## src/rtl/lacc_mem_bridge.sv

```systemverilog
// lacc_mem_bridge: registers CNN accelerator data requests, issues them on a req/gnt SRAM bus and
// returns size-aligned read data in order. Define LACC_BRIDGE_CHK_EN to build the sticky err checks.
module lacc_mem_bridge #(
   parameter int OUTSTANDING = 4,
   parameter int ADDR_W      = 32
) (
   input  logic              clk,
   input  logic              rst,
   input  logic              lacc_flush,
   input  logic              lacc_data_valid,
   output logic              lacc_data_ready,
   input  logic [ADDR_W-1:0] lacc_data_addr,
   input  logic              lacc_data_read,
   input  logic [31:0]       lacc_data_wdata,
   input  logic [1:0]        lacc_data_size,
   output logic              lacc_drsp_valid,
   output logic [31:0]       lacc_drsp_rdata,
   output logic              bus_req,
   input  logic              bus_gnt,
   output logic              bus_we,
   output logic [ADDR_W-1:0] bus_addr,
   output logic [3:0]        bus_be,
   output logic [31:0]       bus_wdata,
   input  logic              bus_rvalid,
   input  logic [31:0]       bus_rdata,
   output logic              idle,
   output logic              err
);

   localparam int PW = $clog2(OUTSTANDING);
   localparam int CW = PW + 1;
   localparam logic [CW-1:0] OUT_C = CW'(OUTSTANDING);

   function automatic logic [3:0] be_of(input logic [1:0] size, input logic [1:0] off);
      logic [3:0] be;
      case (size)
         2'b00:   be = 4'b0001 << off;
         2'b01:   be = off[1] ? 4'b1100 : 4'b0011;
         default: be = 4'b1111;
      endcase
      return be;
   endfunction

   function automatic logic [31:0] lanes_of(input logic [1:0] size, input logic [31:0] wdata);
      logic [31:0] res;
      case (size)
         2'b00:   res = {4{wdata[7:0]}};
         2'b01:   res = {2{wdata[15:0]}};
         default: res = wdata;
      endcase
      return res;
   endfunction

   function automatic logic [31:0] align_of(input logic [1:0] size, input logic [1:0] off,
                                            input logic [31:0] rdata);
      logic [31:0] res;
      case (size)
         2'b00:   res = {24'h000000, rdata[{off, 3'b000} +: 8]};
         2'b01:   res = {16'h0000, rdata[{off[1], 4'b0000} +: 16]};
         default: res = rdata;
      endcase
      return res;
   endfunction

   logic              slot_v_q, slot_v_d;
   logic              slot_read_q, slot_read_d;
   logic [1:0]        slot_size_q, slot_size_d;
   logic [1:0]        slot_off_q, slot_off_d;
   logic              we_q, we_d;
   logic [ADDR_W-1:0] addr_q, addr_d;
   logic [3:0]        be_q, be_d;
   logic [31:0]       wdata_q, wdata_d;
   logic [CW-1:0]     wr_ptr_q, wr_ptr_d;
   logic [CW-1:0]     rd_ptr_q, rd_ptr_d;
   logic [CW-1:0]     rcnt_q, rcnt_d;
   logic [CW-1:0]     drop_q, drop_d;
   logic [3:0]        fifo_q [OUTSTANDING];
   logic              rsp_v_q, rsp_v_d;
   logic [31:0]       rsp_data_q, rsp_data_d;

   logic              accept_s, issue_s, push_s, pop_s, fifo_empty_s;
   logic [3:0]        head_s;

   assign bus_req         = slot_v_q & (~slot_read_q | (rcnt_q < OUT_C));
   assign issue_s         = bus_req & bus_gnt;
   assign lacc_data_ready = ~slot_v_q | issue_s;
   assign accept_s        = lacc_data_valid & lacc_data_ready;
   assign fifo_empty_s    = (wr_ptr_q == rd_ptr_q);
   assign push_s          = issue_s & slot_read_q;
   assign pop_s           = bus_rvalid & ~fifo_empty_s;
   assign head_s          = fifo_q[rd_ptr_q[PW-1:0]];

   assign bus_we          = we_q;
   assign bus_addr        = addr_q;
   assign bus_be          = be_q;
   assign bus_wdata       = wdata_q;
   assign lacc_drsp_valid = rsp_v_q;
   assign lacc_drsp_rdata = rsp_data_q;
   assign idle            = ~slot_v_q & (rcnt_q == {CW{1'b0}});

   // Request slot: bus fields are prepared at accept and held until the grant.
   always_comb begin
      slot_v_d    = slot_v_q;
      slot_read_d = slot_read_q;
      slot_size_d = slot_size_q;
      slot_off_d  = slot_off_q;
      we_d        = we_q;
      addr_d      = addr_q;
      be_d        = be_q;
      wdata_d     = wdata_q;
      if (accept_s) begin
         slot_v_d    = 1'b1;
         slot_read_d = lacc_data_read;
         slot_size_d = lacc_data_size;
         slot_off_d  = lacc_data_addr[1:0];
         we_d        = ~lacc_data_read;
         addr_d      = {lacc_data_addr[ADDR_W-1:2], 2'b00};
         be_d        = be_of(lacc_data_size, lacc_data_addr[1:0]);
         wdata_d     = lanes_of(lacc_data_size, lacc_data_wdata);
      end else if (issue_s || lacc_flush) begin
         slot_v_d = 1'b0;
      end else begin
         slot_v_d = slot_v_q;
      end
   end

   // Read tracking, flush drain count and registered response.
   always_comb begin
      wr_ptr_d   = push_s ? wr_ptr_q + CW'(1) : wr_ptr_q;
      rd_ptr_d   = pop_s ? rd_ptr_q + CW'(1) : rd_ptr_q;
      rcnt_d     = rcnt_q;
      drop_d     = drop_q;
      rsp_v_d    = 1'b0;
      rsp_data_d = rsp_data_q;
      case ({push_s, pop_s})
         2'b10:   rcnt_d = rcnt_q + CW'(1);
         2'b01:   rcnt_d = rcnt_q - CW'(1);
         default: rcnt_d = rcnt_q;
      endcase
      if (lacc_flush) begin
         drop_d = rcnt_d;
      end else if (pop_s && (drop_q != {CW{1'b0}})) begin
         drop_d = drop_q - CW'(1);
      end else begin
         drop_d = drop_q;
      end
      if (pop_s && !lacc_flush && (drop_q == {CW{1'b0}})) begin
         rsp_v_d    = 1'b1;
         rsp_data_d = align_of(head_s[3:2], head_s[1:0], bus_rdata);
      end else begin
         rsp_v_d = 1'b0;
      end
   end

   // State registers.
   always_ff @(posedge clk or negedge rst) begin
      if (!rst) begin
         slot_v_q    <= 1'b0;
         slot_read_q <= 1'b0;
         slot_size_q <= 2'b00;
         slot_off_q  <= 2'b00;
         we_q        <= 1'b0;
         addr_q      <= {ADDR_W{1'b0}};
         be_q        <= 4'h0;
         wdata_q     <= 32'h0000_0000;
         wr_ptr_q    <= {CW{1'b0}};
         rd_ptr_q    <= {CW{1'b0}};
         rcnt_q      <= {CW{1'b0}};
         drop_q      <= {CW{1'b0}};
         rsp_v_q     <= 1'b0;
         rsp_data_q  <= 32'h0000_0000;
         for (int i = 0; i < OUTSTANDING; i++) begin
            fifo_q[i] <= 4'h0;
         end
      end else begin
         slot_v_q    <= slot_v_d;
         slot_read_q <= slot_read_d;
         slot_size_q <= slot_size_d;
         slot_off_q  <= slot_off_d;
         we_q        <= we_d;
         addr_q      <= addr_d;
         be_q        <= be_d;
         wdata_q     <= wdata_d;
         wr_ptr_q    <= wr_ptr_d;
         rd_ptr_q    <= rd_ptr_d;
         rcnt_q      <= rcnt_d;
         drop_q      <= drop_d;
         rsp_v_q     <= rsp_v_d;
         rsp_data_q  <= rsp_data_d;
         if (push_s) begin
            fifo_q[wr_ptr_q[PW-1:0]] <= {slot_size_q, slot_off_q};
         end
      end
   end

`ifdef LACC_BRIDGE_CHK_EN
   logic err_q, err_d, misalign_s;

   // Sticky error: misaligned or reserved-size accept, or rvalid with nothing outstanding.
   always_comb begin
      misalign_s = 1'b0;
      case (lacc_data_size)
         2'b01:   misalign_s = lacc_data_addr[0];
         2'b10:   misalign_s = |lacc_data_addr[1:0];
         2'b11:   misalign_s = 1'b1;
         default: misalign_s = 1'b0;
      endcase
      if ((accept_s && misalign_s) || (bus_rvalid && fifo_empty_s)) begin
         err_d = 1'b1;
      end else begin
         err_d = err_q;
      end
   end

   // Error flag register.
   always_ff @(posedge clk or negedge rst) begin
      if (!rst) begin
         err_q <= 1'b0;
      end else begin
         err_q <= err_d;
      end
   end

   assign err = err_q;
`else
   assign err = 1'b0;
`endif

endmodule

```

## config.mk

```make
export PLATFORM = sky130hd
export DESIGN_NAME = lacc_mem_bridge
export DESIGN_NICKNAME = d
export VERILOG_FILES = /design/src/rtl/lacc_mem_bridge.sv
export SDC_FILE = /design/constraint.sdc
export NUM_CORES = 1
export LEC_CHECK = 0
export CAP_MARGIN = 40
export CORE_ASPECT_RATIO = 1.25
export CORE_MARGIN = 10
export CORE_UTILIZATION = 49
export DETAILED_ROUTE_END_ITERATION = 16
export PLACE_DENSITY_LB_ADDON = 0.3
export SLEW_MARGIN = 20
export SYNTH_ARGS = -nofsm -noshare
export SYNTH_HDL_FRONTEND = slang
export SYNTH_SLANG_ARGS = --single-unit
```

## constraint.sdc

```tcl
create_clock -name clk -period 6 [get_ports clk]
set_clock_uncertainty 0.2 [all_clocks]
set_input_delay 1.2 -clock clk [delete_from_list [all_inputs] [get_ports clk]]
set_output_delay 1.2 -clock clk [all_outputs]
set_load 0.02 [all_outputs]
```

==> impl_metrics.yaml, run 1 <==
sta:
  max_freq_mhz: 236
  fin_hold_ws_ns: 0.275
  setup_tns_ns: 0
  fin_crit_ns: 4.23
  slew_viol_final: 0
  hold_viol: 0
  rsz0062_at_grt: "no"
  fin_crit_sh_pct: 70.5
  tightest_slew_ns: 0.754
  finalSetupViolations: 0
  maxSlewHeadroom_pct: 49.7
synthesis:
  synth.avg_cell_area_um2: 11.6
  synth_flop_cell: "dfrtp_1"
  synth_warnings: 0
  async_flop_share_pct: 100
  netlist_area_um2: 6130
  syn_inst: 529
  synth_edf_count: 0
  ys_ff_latch: 134
  yosysUniqueCellTypes: 39
  ys_seq_area_share_pct: 54.7
detailed_routing:
  drt_iter0_markers: 207
  antenna_left: 0
  wl_um: 17600
  vias: 4791
  vias_per_cell: 5.29
  drc: 0
  routedWlPerCell_um: 19.4
  drtPass1Iterations: 4
die:
  die_w_um: 120
  start_util_pct: 50.2
  rows: 45
  core_um2: 12200
  pin_count: 211
  die_area_um2: 17400
  die_h_um: 145
setup_path:
  crit_slowest_cell: "clkdlybuf4s50_1"
  crit_type: "input port to output port"
  worstPathRequired_ns: 4.60
  crit_chain: "clkdlybuf4s50_1 > a21boi_0 > nand2b_1 > clkdlybuf4s50_1"
  cp-end-kind: "output port"
  crit_fanout: 2
  path_common_cell: "clkdlybuf4s50_1"
  cp.arrival_ns: 2.83
  critical_path.max_stage_delay_ns: 0.61
  rrSetupSlack_ns: 2.94
  start_kind: "input port"
layout:
  drive_gt1_share_pct: 15.2
  diodes: 0
  areaGrowthSynthToFinish_pct: 45.9
  layout_commonest_cell: "clkdlybuf4s50_1"
  fillerInstances: 880
  final_cell_mix: "clkdlybuf4s50_1 (206), dfrtp_1 (134), nand2_1 (83)"
  design_area_um2: 8950
  finish.net_count: 843
  post-route-util_pct: 73.2
cts:
  h-tree-depth: 4
  cts.clk_slew.worst_paths_ns: 0.06
  cts_hold_buf: 0
  postCtsSetupBuffers: 0
  cts_resized: 0
  cts.sinks: 134
  clk_latency_ns: 0.41
  cts_made_buffers: 17
  max-clock-path-buffers: 2
  tritoncts: "yes"
  clockRootBuffer: "clkbuf_16"
global_route:
  antenna_found_initial: 0
  grt_start_max_net_pins: 78
  grtUsageTotal_pct: 20.2
  gr-total-overflow: 0
  grt_pass1_vias: 5325
  grt_pass1_wl_um: 28100
pwr:
  finalPower_mw: 4.14
  power_density_nw_per_um2: 463
  peakVddDrop_mv: 0.279
  p_leak_nw: 3.83
place:
  place_area_um2: 8320
  place.gp.congestion: 0.824
  post-dp-hpwl_um: 13300
  port_buffers: 207
status:
  outcome: "complete, no violations"
hold_path:
  hp-class: "flop to flop"
flow_run:
  cap_violations: 0
[worst paths after layout]
check,cells after the start,from,end
setup / recovery,4,bus_gnt,lacc_data_ready
hold / removal,2,lacc_drsp_rdata[27],lacc_drsp_rdata[27]
setup reg to reg,9,rd_ptr_q[0],drop_q[2]
hold reg to reg,2,lacc_drsp_rdata[27],lacc_drsp_rdata[27]
max in group asynchronous,3,rst,lacc_drsp_rdata[17]
min in group asynchronous,1,rst,drop_q[0]
[logic make-up after synthesis]
family / after synthesis / synth area share [%]
simple gates: 126 / 8.65
xor+xnor: 11 / 1.57
other cells: 1 / 0.0611
buf+inv: 44 / 3.51
fa+ha+maj: 9 / 1.96
compound gates: 96 / 9.42
flops: 134 / 54.7
mux: 108 / 20.2
[critical path, delay by kind of cell]
family / cells / cell delay (ns)
AOI/OAI and AO/OA: 1 / 0.36
and+or+nand+nor: 1 / 0.18
buffers and inverters: 2 / 1.08
[area by class of cell]
class | instances | area (µm²) | share of cell area (%)
clock inverter | 12 | 154 | 1.72
multi-input combinational | 353 | 2590 | 29.0
sequential | 134 | 3350 | 37.5
timing repair buffer | 214 | 2170 | 24.2
inverter | 9 | 33.8 | 0.378
tap | 164 | 205 | 2.29
clock buffer | 19 | 443 | 4.95
[power by group]
| group | switching (mW) | internal (mW) | total [mW] |
|---|---|---|---|
| logic | 0.889 | 0.820 | 1.71 |
| registers | 0.194 | 1.19 | 1.39 |
| clock network | 0.382 | 0.662 | 1.04 |
[flip-flops by register name (all words and copies together), names as in the netlist, 4 cells and up]
name and flops:
bus_addr 30, lacc_drsp_rdata 32, bus_wdata 32, bus_be 4
fifo_q 16
[stage by stage]
stage | instances | setup WS (ns)
6_report | 905 | 1.77
5_1_grt | 905 | 1.71
3_5_place_dp | 872 | 1.77
4_1_cts | 903 | 1.77
3_3_place_gp | 871 | 1.78
2_1_floorplan | 531 | 2.79
[per-layer routing]
| metal | part of all wire [%] | vias up | track usage [%] |
|---|---|---|---|
| li1 | - | 2238 | - |
| met1 | 38 | 2332 | 21.7 |
| met2 | 50 | 191 | 34.2 |
| met3 | 10 | 30 | 9.15 |
| met4 | 1.9 | 0 | 6.95 |
| met5 | 0 | - | 0 |
[Yosys cell counts (3+ instances only)]
| library cell | instances | share of area, % |
|---|---|---|
| nor2_1 | 19 | 1.2 |
| nor3_1 | 8 | 0.65 |
| mux2_4 | 4 | 0.98 |
| nand2b_1 | 5 | 0.51 |
| buf_4 | 3 | 0.37 |
| mux2i_1 | 35 | 5.7 |
| mux2_2 | 65 | 12 |
| nand2_1 | 83 | 5.1 |
| xor2_1 | 4 | 0.57 |
| o32a_1 | 7 | 1.1 |
| dfrtp_1 | 134 | 55 |
| a21o_1 | 7 | 0.86 |
| xnor2_1 | 7 | 1.0 |
| buf_2 | 10 | 0.82 |
| nor2b_1 | 7 | 0.71 |
| inv_1 | 9 | 0.55 |
| a21oi_1 | 11 | 0.90 |
| buf_6 | 3 | 0.55 |
| ha_1 | 8 | 1.6 |
| clkbuf_1 | 17 | 1.0 |
| o21ai_0 | 59 | 4.8 |
| mux4_2 | 3 | 1.1 |
| a22oi_1 | 5 | 0.61 |
(Power assumes the default switching activity.)
==> run 2, diff against run 1 <==
--- a/config.mk
+++ b/config.mk
@@ -8,7 +8,7 @@
 export CAP_MARGIN = 40
 export CORE_ASPECT_RATIO = 1.25
 export CORE_MARGIN = 10
-export CORE_UTILIZATION = 49
+export CORE_UTILIZATION = 41
 export DETAILED_ROUTE_END_ITERATION = 16
 export PLACE_DENSITY_LB_ADDON = 0.3
 export SLEW_MARGIN = 20
==> constraint.sdc (replaced) <==
create_clock -name clk -period 3.7 [get_ports clk]
set_clock_uncertainty 0.2 [all_clocks]
set_input_delay 0.74 -clock clk [delete_from_list [all_inputs] [get_ports clk]]
set_output_delay 0.74 -clock clk [all_outputs]
set_load 0.02 [all_outputs]
==> impl_metrics.yaml, run 2 (synthesized netlist as in run 1, its figures left out) <==
setup_path:
  r2r-end: "drop_q[2]"
  cp.arrival_ns: 2.38
  cp-end-kind: "output port"
  worstPathRequired_ns: 2.76
  crit_fanout: 2
  worstRegToRegCells: 9
  start_kind: "input port"
  crit_type: "input port to output port"
  r2r-start: "rd_ptr_q[0]"
  rrSetupSlack_ns: 0.59
pwr:
  power_frac_seq_pct: 34.1
  comb_power_share_pct: 41.8
  p_leak_nw: 3.80
  switching_share_pct: 36.3
  finalPower_mw: 6.60
  power_density_nw_per_um2: 739
  peakVddDrop_mv: 0.343
  pwr-share-clk_pct: 24.1
  switchingPower_mw: 2.40
  cell_internal_pwr_mw: 4.21
sta:
  max_freq_mhz: 301
  rsz0062_at_grt: "no"
  setup_tns_ns: 0
  slew_viol_final: 0
  tightest_slew_ns: 0.753
  maxSlewHeadroom_pct: 49.8
  hold_viol: 0
  finalSetupViolations: 0
  fin_crit_sh_pct: 89.8
  fin_crit_ns: 3.32
detailed_routing:
  wl_um: 17600
  drt_iter0_markers: 286
  antenna_left: 0
  drtPass1Iterations: 5
  vias: 4698
  drc: 0
  vias_per_cell: 5.09
  routedWlPerCell_um: 19.1
global_route:
  gr-total-overflow: 0
  grt_pass1_vias: 5187
  grt_pass1_wl_um: 27200
  grtUsageTotal_pct: 17.0
  antenna_found_initial: 0
  grt_start_max_net_pins: 81
cts:
  cts_made_buffers: 17
  h-tree-depth: 4
  cts_resized: 0
  tritoncts: "yes"
  postCtsSetupBuffers: 0
  max-clock-path-buffers: 2
  clockRootBuffer: "clkbuf_16"
  cts.clk_slew.worst_paths_ns: 0.06
  clk_latency_ns: 0.40
  cts_hold_buf: 0
  cts.sinks: 134
layout:
  layout_commonest_cell: "clkdlybuf4s50_1"
  final_cell_mix: "clkdlybuf4s50_1 (206), dfrtp_1 (134), nand2_1 (83)"
  post-route-util_pct: 61.5
  fillerInstances: 1190
  drive_gt1_share_pct: 15.6
  stdcell_count: 923
  register_area_um2: 3350
  design_area_um2: 8930
  areaGrowthSynthToFinish_pct: 45.7
  multi_input_area_um2: 2590
  diodes: 0
  finish.net_count: 846
die:
  core_um2: 14500
  die_h_um: 157
  pin_count: 211
  rows: 49
  start_util_pct: 42.2
  die_w_um: 129
  die_area_um2: 20300
status:
  outcome: "complete, no violations"
flow_run:
  cap_violations: 0
place:
  port_buffers: 207
  post-dp-hpwl_um: 13300
  place.gp.congestion: 0.818
  dp_cells: 891
  place_area_um2: 8380
hold_path:
  hp-class: "input port to async pin"
-- run 2: worst max-delay path by stage --
stage	start	to	slack [ns]	cells after the start
6_report	bus_gnt	lacc_data_ready	0.38	4
3_3_place_gp	bus_gnt	lacc_data_ready	0.43	4
5_1_grt	bus_gnt	lacc_data_ready	0.34	4
2_1_floorplan	bus_gnt	drop_q[2]	0.95	9
4_1_cts	bus_gnt	lacc_data_ready	0.38	4
3_5_place_dp	bus_gnt	lacc_data_ready	0.38	4
-- run 2: layer usage --
layer | routed length [µm] | GRT usage [%]
met1 | 6500 | 17.7
met5 | 0 | 0
met3 | 2210 | 9.63
met2 | 8650 | 28.7
met4 | 226 | 4.83
-- run 2: layout make-up --
| cell class | instances | area share, % |
|---|---|---|
| tap | 178 | 2.49 |
| clock inverter | 13 | 1.40 |
| clock buffer | 19 | 4.85 |
| multi-input combinational | 353 | 29.0 |
| sequential | 134 | 37.5 |
| inverter | 9 | 0.378 |
| timing repair buffer | 217 | 24.3 |
-- run 2: critical path, stage by stage --
cell and delay, ns:
clkdlybuf4s50_1 0.46, a21boi_0 0.38, nand2b_1 0.18, clkdlybuf4s50_1 0.62
-- run 2: power by group through the flow --
stage | combinational, mW | sequential, mW | clock, mW
6_report | 2.76 | 2.25 | 1.59
4_1_cts | 2.79 | 2.25 | 1.63
3_5_place_dp | 2.78 | 2.27 | 0
2_1_floorplan | 1.34 | 2.57 | 0
5_1_grt | 2.99 | 2.31 | 1.70
3_3_place_gp | 2.71 | 2.24 | 0
-- run 2: per-stage QoR --
step	setup WS [ns]	hold slack [ns]
global placement	0.429	0.262
finish	0.377	0.151
detailed placement	0.382	0.270
floorplan	0.948	0.244
global route	0.341	0.215
CTS	0.378	0.192
==> run 3, diff against run 2 <==
--- a/config.mk
+++ b/config.mk
@@ -6,10 +6,13 @@
 export NUM_CORES = 1
 export LEC_CHECK = 0
 export CAP_MARGIN = 40
+export CELL_PAD_IN_SITES_DETAIL_PLACEMENT = 1
+export CELL_PAD_IN_SITES_GLOBAL_PLACEMENT = 2
 export CORE_ASPECT_RATIO = 1.25
 export CORE_MARGIN = 10
-export CORE_UTILIZATION = 41
+export CORE_UTILIZATION = 35
 export DETAILED_ROUTE_END_ITERATION = 16
+export DONT_BUFFER_PORTS = 1
 export PLACE_DENSITY_LB_ADDON = 0.3
 export SLEW_MARGIN = 20
 export SYNTH_ARGS = -nofsm -noshare
==> impl_metrics.yaml, run 3 (synthesized netlist as in run 1, its figures left out) <==
status:
  outcome: "finished, violations left"
  violations: "negative hold slack"
detailed_routing:
  vias_per_cell: 5.21
  vias: 3947
  routedWlPerCell_um: 22.8
  drc: 0
  antenna_left: 0
  drt_iter0_markers: 88
  drtPass1Iterations: 4
  wl_um: 17200
layout:
  diodes: 0
  layout_commonest_cell: "dfrtp_1"
  drive_gt1_share_pct: 20.8
  finish.net_count: 635
  areaGrowthSynthToFinish_pct: 13.1
  fillerInstances: 1865
  post-route-util_pct: 40.0
  final_cell_mix: "dfrtp_1 (134), nand2_1 (83), mux2_2 (65)"
sta:
  hold_viol: 134
  maxSlewHeadroom_pct: 57.2
  setup_tns_ns: 0
  finalSetupViolations: 0
  fin_crit_sh_pct: 81.8
  fin_crit_ns: 3.03
  tightest_slew_ns: 0.633
  slew_viol_final: 0
  max_freq_mhz: 330
  fin_hold_ws_ns: -0.169
  rsz0062_at_grt: "no"
cts:
  h-tree-depth: 4
  cts_resized: 0
  cts.sinks: 134
  clk_latency_ns: 0.41
  tritoncts: "yes"
  max-clock-path-buffers: 2
  cts.clk_slew.worst_paths_ns: 0.06
  postCtsSetupBuffers: 0
  cts_made_buffers: 17
  clockRootBuffer: "clkbuf_16"
die:
  rows: 54
  die_w_um: 138
  core_um2: 17400
  start_util_pct: 35.3
  pin_count: 211
  die_h_um: 168
  die_area_um2: 23300
hold_path:
  hp-class: "input port to async pin"
setup_path:
  worstRegToRegCells: 9
  r2r-end: "drop_q[2]"
  path_common_cell: "xor2_1"
  start_kind: "flop"
  crit_type: "flop to flop"
  cp.arrival_ns: 3.12
  crit_chain: "xor2_1 > o31ai_1 > inv_1 > ha_1 > fa_1 > xnor2_1 > nor2_1 > xor2_1 > a211o_1"
  r2r-start: "rd_ptr_q[0]"
  worstPathRequired_ns: 3.80
  crit_fanout: 7
  rrSetupSlack_ns: 0.67
  cp-end-kind: "flop"
  critical_path.max_stage_delay_ns: 0.51
  crit_slowest_cell: "dfrtp_1"
global_route:
  gr-total-overflow: 0
  grt_start_max_net_pins: 135
  grt_pass1_vias: 4528
  antenna_found_initial: 0
  grtUsageTotal_pct: 14.6
  grt_pass1_wl_um: 26900
pwr:
  p_leak_nw: 3.02
  pwr-share-clk_pct: 29.6
  comb_power_share_pct: 25.4
  peakVddDrop_mv: 0.324
  switchingPower_mw: 2.25
  cell_internal_pwr_mw: 3.80
  power_density_nw_per_um2: 872
  power_frac_seq_pct: 45.0
  switching_share_pct: 37.2
flow_run:
  cap_violations: 0
place:
  post-dp-hpwl_um: 12800
  place.gp.congestion: 0.768
  port_buffers: 0
## run 3: through the flow
step	worst slack [ns]	power [mW]	std cells	area (µm²)
floorplan	0.948	3.91	531	6140
global placement	0.741	4.25	725	6310
detailed placement	0.666	4.34	725	6310
CTS	0.636	6.17	756	6930
global route	0.388	6.47	757	6940
finish	0.674	6.05	757	6940
## run 3: cell type report
class                      instances  area, µm²  share of cell area (%)
sequential                       134       3350                    48.3
inverter                           9       33.8                   0.487
clock buffer                      19        443                    6.38
tap                              224        280                    4.04
multi-input combinational        353       2590                    37.4
clock inverter                    12        178                    2.56
timing repair buffer               6       57.6                   0.829
## run 3: worst max-delay path: cells and delay by family, from the launching register on
family	cells	cell delay (ns)
compound gates	2	0.77
fa+ha+maj	2	0.63
simple gates	1	0.06
buf+inv	1	0.16
flops	1	0.51
xor+xnor	3	0.57
## run 3: worst max-delay path by stage
stage / from / end / slack [ns]
after global routing: rd_ptr_q[0] / drop_q[2] / 0.39
final: rd_ptr_q[0] / drop_q[2] / 0.67
after CTS: rd_ptr_q[0] / drop_q[2] / 0.64
after floorplan: bus_gnt / drop_q[2] / 0.95
after detailed placement: rd_ptr_q[0] / drop_q[2] / 0.67
after global placement: rd_ptr_q[0] / drop_q[2] / 0.74
## run 3: layer usage
metal,GRT usage [%],wire length [µm],vias up
li1,-,-,1807
met1,13.7,6030,1966
met2,25.0,8650,157
met3,9.91,2300,17
met4,4.59,248,0
met5,0,0,-
## run 3: power groups by stage
stage	clock network, mW	logic, mW	registers [mW]
3_3_place_gp	0	1.51	2.75
5_1_grt	1.92	1.74	2.81
3_5_place_dp	0	1.57	2.77
6_report	1.79	1.54	2.72
2_1_floorplan	0	1.34	2.57
4_1_cts	1.85	1.57	2.75
